$ cat config.mk
export PLATFORM = sky130hd
export DESIGN_NAME = isp_stat_ae_zone
export DESIGN_NICKNAME = d
export VERILOG_FILES = /design/src/rtl/isp_stat_ae_zone.sv
export SDC_FILE = /design/constraint.sdc
export NUM_CORES = 2
export LEC_CHECK = 0
export CORE_MARGIN = 2
export CORE_UTILIZATION = 64
export CTS_CLUSTER_SIZE = 40
export DETAILED_ROUTE_END_ITERATION = 8
export GPL_ROUTABILITY_DRIVEN = 0
export PLACE_DENSITY = 0.78
export SLEW_MARGIN = 40
export SYNTH_ARGS = -nofsm -noshare
export SYNTH_HDL_FRONTEND = slang
export SYNTH_SLANG_ARGS = --single-unit
$ cat constraint.sdc
create_clock -name pclk -period 3.4 [get_ports pclk]
set_input_delay 0.34 -clock pclk [delete_from_list [all_inputs] [get_ports pclk]]
set_output_delay 0.34 -clock pclk [all_outputs]
set_load 0.05 [all_outputs]
$ cat src/rtl/isp_stat_ae_zone.sv
// Zoned auto-exposure statistics: per-zone saturating luma sums with a double-buffered
// result bank, so firmware reads a stable frame while the next one accumulates.
module isp_stat_ae_zone #(
    parameter int unsigned BITS      = 8,
    parameter int unsigned WIDTH     = 1280,
    parameter int unsigned HEIGHT    = 960,
    parameter int unsigned ZONES_X   = 4,
    parameter int unsigned ZONES_Y   = 4,
    parameter int unsigned STAT_BITS = 28,
    localparam int unsigned ZA = (ZONES_X * ZONES_Y > 1) ? $clog2(ZONES_X * ZONES_Y) : 1
) (
    input  logic                 pclk,
    input  logic                 rst_n,
    input  logic                 in_href,
    input  logic                 in_vsync,
    input  logic [BITS-1:0]      in_y,
    input  logic                 stat_en,
    input  logic                 rd_en,
    input  logic [ZA-1:0]        rd_addr,
    output logic [STAT_BITS-1:0] rd_data,
    output logic                 rd_valid,
    output logic                 frame_done,
    output logic                 stat_sat
);

    localparam int unsigned ZW  = WIDTH / ZONES_X;
    localparam int unsigned ZH  = HEIGHT / ZONES_Y;
    localparam int unsigned NZ  = ZONES_X * ZONES_Y;
    localparam int unsigned SW  = STAT_BITS + 1;
    localparam int unsigned CW  = $clog2(WIDTH + 1);
    localparam int unsigned RW  = $clog2(HEIGHT + 1);
    localparam int unsigned ZCW = $clog2(ZW + 1);
    localparam int unsigned ZRW = $clog2(ZH + 1);
    localparam int unsigned XW  = $clog2(ZONES_X + 1);
    localparam int unsigned YW  = $clog2(ZONES_Y + 1);

    if (ZONES_X < 1 || ZONES_Y < 1) begin : g_chk_zones
        $error("ZONES_X and ZONES_Y must be at least 1");
    end
    if (WIDTH % ZONES_X != 0) begin : g_chk_width
        $error("WIDTH must be divisible by ZONES_X");
    end
    if (HEIGHT % ZONES_Y != 0) begin : g_chk_height
        $error("HEIGHT must be divisible by ZONES_Y");
    end
    if (STAT_BITS <= BITS) begin : g_chk_stat
        $error("STAT_BITS must exceed BITS");
    end

    typedef enum logic [1:0] {StIdle, StActive, StCommit} state_e;

    state_e               state_q, state_d;
    logic                 pending_q, pending_d;
    logic                 vsync_q, href_q;
    logic [CW-1:0]        col_q, col_d;
    logic [RW-1:0]        row_q, row_d;
    logic [ZCW-1:0]       zcol_q, zcol_d;
    logic [ZRW-1:0]       zrow_q, zrow_d;
    logic [XW-1:0]        zx_q, zx_d;
    logic [YW-1:0]        zy_q, zy_d;
    logic [STAT_BITS-1:0] work_q [NZ];
    logic [STAT_BITS-1:0] work_d [NZ];
    logic [STAT_BITS-1:0] shadow_q [NZ];
    logic [STAT_BITS-1:0] shadow_d [NZ];
    logic [NZ-1:0]        sat_q, sat_d;
    logic [STAT_BITS-1:0] rd_data_q, rd_data_d;
    logic                 rd_valid_q, rd_valid_d;
    logic                 frame_done_q, frame_done_d;
    logic                 stat_sat_q, stat_sat_d;

    logic                 rise, href_fall, accept, clear;
    logic [STAT_BITS:0]   sum;

    always_comb begin
        state_d      = state_q;
        pending_d    = pending_q;
        col_d        = col_q;
        row_d        = row_q;
        zcol_d       = zcol_q;
        zrow_d       = zrow_q;
        zx_d         = zx_q;
        zy_d         = zy_q;
        work_d       = work_q;
        shadow_d     = shadow_q;
        sat_d        = sat_q;
        stat_sat_d   = stat_sat_q;
        frame_done_d = 1'b0;
        rd_data_d    = rd_data_q;
        rd_valid_d   = rd_en;
        accept       = 1'b0;
        clear        = 1'b0;
        sum          = '0;
        rise         = in_vsync & ~vsync_q;
        href_fall    = href_q & ~in_href;

        unique case (state_q)
            StIdle: begin
                // A rise caught during commit is serviced here as if it had just arrived.
                if (rise || pending_q) begin
                    pending_d = 1'b0;
                    if (stat_en) begin
                        state_d = StActive;
                        clear   = 1'b1;
                    end
                end
            end
            StActive: begin
                if (rise) begin
                    if (stat_en) begin
                        clear = 1'b1;
                    end else begin
                        state_d = StIdle;
                    end
                end else begin
                    if (in_href && col_q < CW'(WIDTH) && row_q < RW'(HEIGHT)) begin
                        accept = 1'b1;
                        col_d  = col_q + CW'(1);
                        if (zcol_q == ZCW'(ZW - 1)) begin
                            zcol_d = '0;
                            zx_d   = zx_q + XW'(1);
                        end else begin
                            zcol_d = zcol_q + ZCW'(1);
                        end
                    end
                    if (href_fall && row_q < RW'(HEIGHT)) begin
                        col_d  = '0;
                        zcol_d = '0;
                        zx_d   = '0;
                        row_d  = row_q + RW'(1);
                        if (zrow_q == ZRW'(ZH - 1)) begin
                            zrow_d = '0;
                            zy_d   = zy_q + YW'(1);
                        end else begin
                            zrow_d = zrow_q + ZRW'(1);
                        end
                        if (row_q == RW'(HEIGHT - 1)) begin
                            state_d = StCommit;
                        end
                    end
                end
            end
            StCommit: begin
                shadow_d     = work_q;
                stat_sat_d   = |sat_q;
                frame_done_d = 1'b1;
                state_d      = StIdle;
                if (rise) begin
                    pending_d = 1'b1;
                end
            end
            default: state_d = StIdle;
        endcase

        for (int z = 0; z < NZ; z++) begin
            if (accept && zy_q == YW'(z / ZONES_X) && zx_q == XW'(z % ZONES_X)) begin
                sum = {1'b0, work_q[z]} + SW'(in_y);
                if (sum[STAT_BITS]) begin
                    work_d[z] = '1;
                    sat_d[z]  = 1'b1;
                end else begin
                    work_d[z] = sum[STAT_BITS-1:0];
                end
            end
        end

        if (clear) begin
            col_d  = '0;
            row_d  = '0;
            zcol_d = '0;
            zrow_d = '0;
            zx_d   = '0;
            zy_d   = '0;
            sat_d  = '0;
            for (int z = 0; z < NZ; z++) begin
                work_d[z] = '0;
            end
        end

        // Out-of-range addresses match no zone and read back as zero.
        if (rd_en) begin
            rd_data_d = '0;
            for (int z = 0; z < NZ; z++) begin
                if (rd_addr == ZA'(z)) begin
                    rd_data_d = shadow_q[z];
                end
            end
        end
    end

    always_ff @(posedge pclk or negedge rst_n) begin
        if (!rst_n) begin
            state_q      <= StIdle;
            pending_q    <= 1'b0;
            vsync_q      <= 1'b0;
            href_q       <= 1'b0;
            col_q        <= '0;
            row_q        <= '0;
            zcol_q       <= '0;
            zrow_q       <= '0;
            zx_q         <= '0;
            zy_q         <= '0;
            sat_q        <= '0;
            rd_data_q    <= '0;
            rd_valid_q   <= 1'b0;
            frame_done_q <= 1'b0;
            stat_sat_q   <= 1'b0;
            for (int z = 0; z < NZ; z++) begin
                work_q[z]   <= '0;
                shadow_q[z] <= '0;
            end
        end else begin
            state_q      <= state_d;
            pending_q    <= pending_d;
            vsync_q      <= in_vsync;
            href_q       <= in_href;
            col_q        <= col_d;
            row_q        <= row_d;
            zcol_q       <= zcol_d;
            zrow_q       <= zrow_d;
            zx_q         <= zx_d;
            zy_q         <= zy_d;
            sat_q        <= sat_d;
            rd_data_q    <= rd_data_d;
            rd_valid_q   <= rd_valid_d;
            frame_done_q <= frame_done_d;
            stat_sat_q   <= stat_sat_d;
            work_q       <= work_d;
            shadow_q     <= shadow_d;
        end
    end

    assign rd_data    = rd_data_q;
    assign rd_valid   = rd_valid_q;
    assign frame_done = frame_done_q;
    assign stat_sat   = stat_sat_q;

endmodule

* Word level (Yosys, flattened, before mapping)
Index checks and enable logic that the tools add are counted.
** Operators by class
- Bitwise gates (word level) :: 4
- Reductions and logical operators :: 89
- Divide/modulo/power cells :: 0
- Magnitude comparators :: 2
- Multiplexer cells :: 131
- Add/subtract/negate cells :: 22
- $mul :: 0
- Equal/unequal tests :: 33
- Shift operators :: 0
** Operators with widths (number)
- 28-bit 2-to-1 mux :: 48
- 28-bit by 8-bit adder with 29-bit output :: 16
- 448-bit 2-to-1 mux :: 1
- 2-bit nonzero test :: 36
- 11-bit 2-to-1 mux :: 5
- 9-bit 2-to-1 mux :: 6
- 1-bit 2-to-1 mux :: 41
- 10-bit 2-to-1 mux :: 4
- 8-bit 2-to-1 mux :: 5
- 3-bit 2-to-1 mux :: 11
- 4-bit == test (second input constant) :: 8
- 2-bit AND reduction :: 16
- 1-bit logical AND :: 23
- 4-bit by 3-bit == test with 1-bit output (second input constant) :: 4
- 16-bit 2-to-1 mux :: 1
- 16-bit OR reduction :: 1
- 3-bit by 2-bit == test with 1-bit output (second input constant) :: 4
- 2-bit 2-to-1 mux :: 6
- 11-bit by 1-bit adder with 11-bit output (second input constant) :: 1
- 11-bit less-than comparator (second input constant) :: 1
- 10-bit by 1-bit adder with 10-bit output (second input constant) :: 1
- 10-bit == test (second input constant) :: 1
- 10-bit less-than comparator (second input constant) :: 1
- 9-bit by 1-bit adder with 9-bit output (second input constant) :: 1
- 24 further kinds :: 39
** Storage, ports and cells
- Output and inout bits :: 31
- Logic and storage cells :: 343
- Flip-flop bits (word level) :: 992
- Memory bits (read-only) :: 0
- Input bits :: 18
- Latch bits :: 0
- Bits in writable memories :: 0
- Memories :: 0

* Logic depth before layout (Yosys ltp)
- Depth in word-level cells :: 17
- Depth in mapped cells :: 12
- Gate-level depth less buffers :: 9

* Worst setup path before layout
OpenSTA, ideal clock, no wires.
- Path type :: register to register
- From :: register work_q[84] in the netlist's numbering
- To :: register work_q[109] in the netlist's numbering
- Library setup time :: 0.141 ns
- Stages on the path, launching flop included :: 11
- Required time :: 3.259 ns
- Setup slack :: 0.738 ns
- Arrival time :: 2.521 ns
- Buffers on the path :: 2
- Period minus slack after synthesis :: 2.662 ns
- Cells stage by stage :: dfrtp_1 ha_1 fa_1 a211oi_1 o21bai_1 a2111oi_0 and3b_1 buf_2 nand3_1 clkbuf_1 o211ai_1
** On the way
- Word-level cells in the longest chain between the ends :: 4
** RTL lines
- start, declared :: RTL line 61 : logic [STAT_BITS-1:0] work_q [NZ];
- start signal, assigned :: RTL line 227 : work_q <= work_d;
- 28-bit by 8-bit adder with 29-bit output :: RTL line 156 : sum = {1'b0, work_q[z]} + SW'(in_y);
- 28-bit 2-to-1 mux :: RTL line 157 : if (sum[STAT_BITS]) begin
- 28-bit 2-to-1 mux :: RTL line 155 : if (accept && zy_q == YW'(z / ZONES_X) && zx_q == XW'(z % ZONES_X)) begin
- 448-bit 2-to-1 mux :: RTL line 166 : if (clear) begin
Every way passes these cells. The select of a mux whose other input is x is not followed.
A chain may end at the register's enable or synchronous reset.

* Final worst setup path
- From :: register zy_q[0]
- To :: register work_q[43] in the netlist's numbering
** On the way
- Word-level cells in the longest chain between the ends :: 4
** RTL lines
- start, declared :: RTL line 60 : logic [YW-1:0] zy_q, zy_d;
- start signal, assigned :: RTL line 221 : zy_q <= zy_d;
- 3-bit by 2-bit == test with 1-bit output :: RTL line 155
- 1-bit logical AND (2 in series) :: RTL line 155
- 2-bit nonzero test (no line)
Every way passes these cells.

==> out/results.ini <==
[synth]
avgSynthCellArea_um2=8.87
ys_seq_elements=992
synth.distinct_cells=101
ys.flop_type=dfrtp_1
synth_fp_nets=6024
synthTopCellsByCount=1662 x nand2_1, 992 x dfrtp_1, 384 x o21ai_0, 346 x nand3_1, 298 x nor2_1
synth.most_common_cell=nand2_1
synth_area_um2=51900
syn_inst=5848
synth_area_leaders=dfrtp_1 48%, nand2_1 12%, o21ai_0 3.7%
yosysWarnings=0
async_flop_share_pct=100
synth_edf_count=0
synth.top_cell.area_share_pct=47.9
synth-seq-area-share_pct=47.9
yosysTopAreaCell=dfrtp_1

[power]
power.switching_mw=7.92
p_leak_nw=28.3
p_seq_share_pct=43.6
power_mw=28.9
p_clk_share_pct=42.5
p_int_mw=20.9
swShare_pct=27.4
powerDensity_nw_per_um2=494
ir_drop_mv=0.418
comb_power_share_pct=13.9

[route]
via_count=46400
drtIter0Drc=5616
routedWlPerCell_um=23.2
drt_first_pass_iters=8
post-route-drc-count=0
drt-total-wl_um=164000
postRouteAntennaNets=0
via_per_inst=6.56

[job]
drv_cap=0

[placement]
place_ws_ns=-0.0110
hpwl_um=116000
io_buffers=48

[sta]
min_period_over_period_pct=89.9
finalHoldViolCount=0
finalCriticalPeriod_ns=3.06
report.final.slew_viol_count=0
clock.fmax_ghz=0.327
tightest_slew_ns=0.930
layout_setup_ws_ns=0.342
fin_skew_ns=0.0247
rsz0062_at_grt=no
slew_headroom_pct=37.4
tns_ns=0
setup_viol=0

[clock_network]
clockRootBuffer=clkbuf_16
clock_path_buffers=3
cts_sinks=992
clk_pin_slew_ns=0.06
clk_latency_ns=0.69
cts_tree=built
numCtsBuffers=106
h-tree-depth=3
postCtsSetupRepairBufs=0
post_cts_resized=0

[worst_setup_path]
cp.required_ns=3.94
crit_fanout=10
worstPathArrival_ns=3.60
startpoint_type=flip-flop
worstSetupPathType=flip-flop to flip-flop
endpoint_kind=flip-flop

[global_route]
grt_overflow=0
grt_pass1_wl_um=255000
track_usage_pct=39.7
grt_pass1_vias=43900
antenna_found_initial=4
grt_max_degree=137

[floorplan]
core_region_area_um2=80400
die_w_um=289
rows=104
design.die.area_um2=83300
start_util_pct=64.5
ioPinCount=49
die_h_um=289

[final_layout]
drive_above_1_share_pct=8.95
nFillCells=5915
fin_nets=6107
area_growth_pct=12.6

[min_path]
hold_path_class=input pin to async pin

[outcome]
status=completed

-- worst paths after layout --
path / to / slack, ns / cells after the start / startpoint
min: shadow_q[131] / 0.15 / 2 / rst_n
max in group asynchronous: shadow_q[54] / 2.14 / 3 / rst_n
max reg2reg: work_q[43] / 0.34 / 9 / zy_q[0]
min reg2reg: shadow_q[276] / 0.47 / 2 / work_q[276]
max: work_q[43] / 0.34 / 9 / zy_q[0]
min in group pclk: vsync_q / 0.17 / 1 / in_vsync
-- per-stage QoR --
stage | std cells | hold WS (ns) | instance area [um^2] | utilization [%]
5_1_grt | 7080 | 0.169 | 58400 | 72.6
3_3_place_gp | 6880 | 0.270 | 54600 | 67.9
2_1_floorplan | 5848 | 0.0444 | 51900 | -
6_report | 7081 | 0.149 | 58400 | 72.6
4_1_cts | 7079 | 0.141 | 58400 | 72.6
3_5_place_dp | 6881 | 0.271 | 54700 | 68.0
-- worst max-delay path, stage by stage (launching register included) --
cell     delay [ns]
dfrtp_1        0.41
ha_1           0.17
ha_1           0.17
nor2b_1        0.26
and4_1         0.55
nand2_1        0.38
nor3_1         0.52
and3_1         0.24
xnor2_1        0.11
o21ai_0        0.09
-- cell type report --
type	instances	area [um^2]	share of cell area [%]
multi-input combinational	4480	25600	43.8
sequential	992	24800	42.5
clock buffer	152	3160	5.41
timing repair buffer	281	2720	4.66
tap	1060	1330	2.27
clock inverter	45	544	0.932
inverter	70	270	0.463
antenna	1	2.50	0.00428
-- power groups by stage --
stage	sequential, mW	combinational [mW]	clock (mW)
floorplan	12.8	2.42	0
global placement	12.8	3.79	0
detailed placement	12.8	3.90	0
CTS	12.6	3.94	12.3
global route	12.6	4.39	12.8
finish	12.6	4.01	12.3
-- logic make-up after synthesis --
| family | count (synthesis) | share of synthesized area, % |
|---|---|---|
| XOR/XNOR | 277 | 4.68 |
| AO/OA/AOI/OAI | 1149 | 14.1 |
| multiplexers | 84 | 2.07 |
| AND/OR/NAND/NOR | 2812 | 24.3 |
| adder cells (fa/ha/maj) | 158 | 4.04 |
| buffers and inverters | 376 | 2.93 |
| flip-flops | 992 | 47.9 |
-- sequential cells by signal (all words and copies together), names as in the netlist --
name        cells
col_q          11
frame_done      1
href_q          1
pending_q       1
rd_data        28
rd_valid        1
row_q          10
sat_q          16
shadow_q      448
stat_sat        1
state_q         2
vsync_q         1
work_q        448
zcol_q          9
zrow_q          8
zx_q            3
zy_q            3
-- layer usage --
metal  share of wire (%)  vias to the layer above  GRT usage (%)
met5               0.012                        -              0
met4                 8.8                        4           28.8
met3                 9.6                      637           9.38
met2                  44                     2492           58.7
met1                  38                    22700           51.7
li1                    -                    20600              -
-- cell usage in the layout, fill, tap and decap left out, drive strengths merged, types with 26 or more instances in the layout --
cell type,count
and4,33
ha,142
buf,238
a22oi,30
a21oi,166
mux2i,41
or3,26
o21a,38
nand2,1664
nand3,350
nand4,68
mux2,27
o22ai,52
dfrtp,992
and3,86
nor2,301
nor2b,29
xnor2,143
a21o,46
xor2,134
clkbuf,153
a31oi,71
a211oi,65
inv,73
o211ai,112
o21ai,392
nor4,40
clkdlybuf4s50,41
nor3,113
-- timing repair --
| action | 4_1_cts | 5_1_grt |
|---|---|---|
| hold buffers | 1 | 0 |
| hold endpoints to repair | 84 | 0 |
| endpoints found under the setup margin | 0 | 0 |
Power figures use the tool's default switching activity.
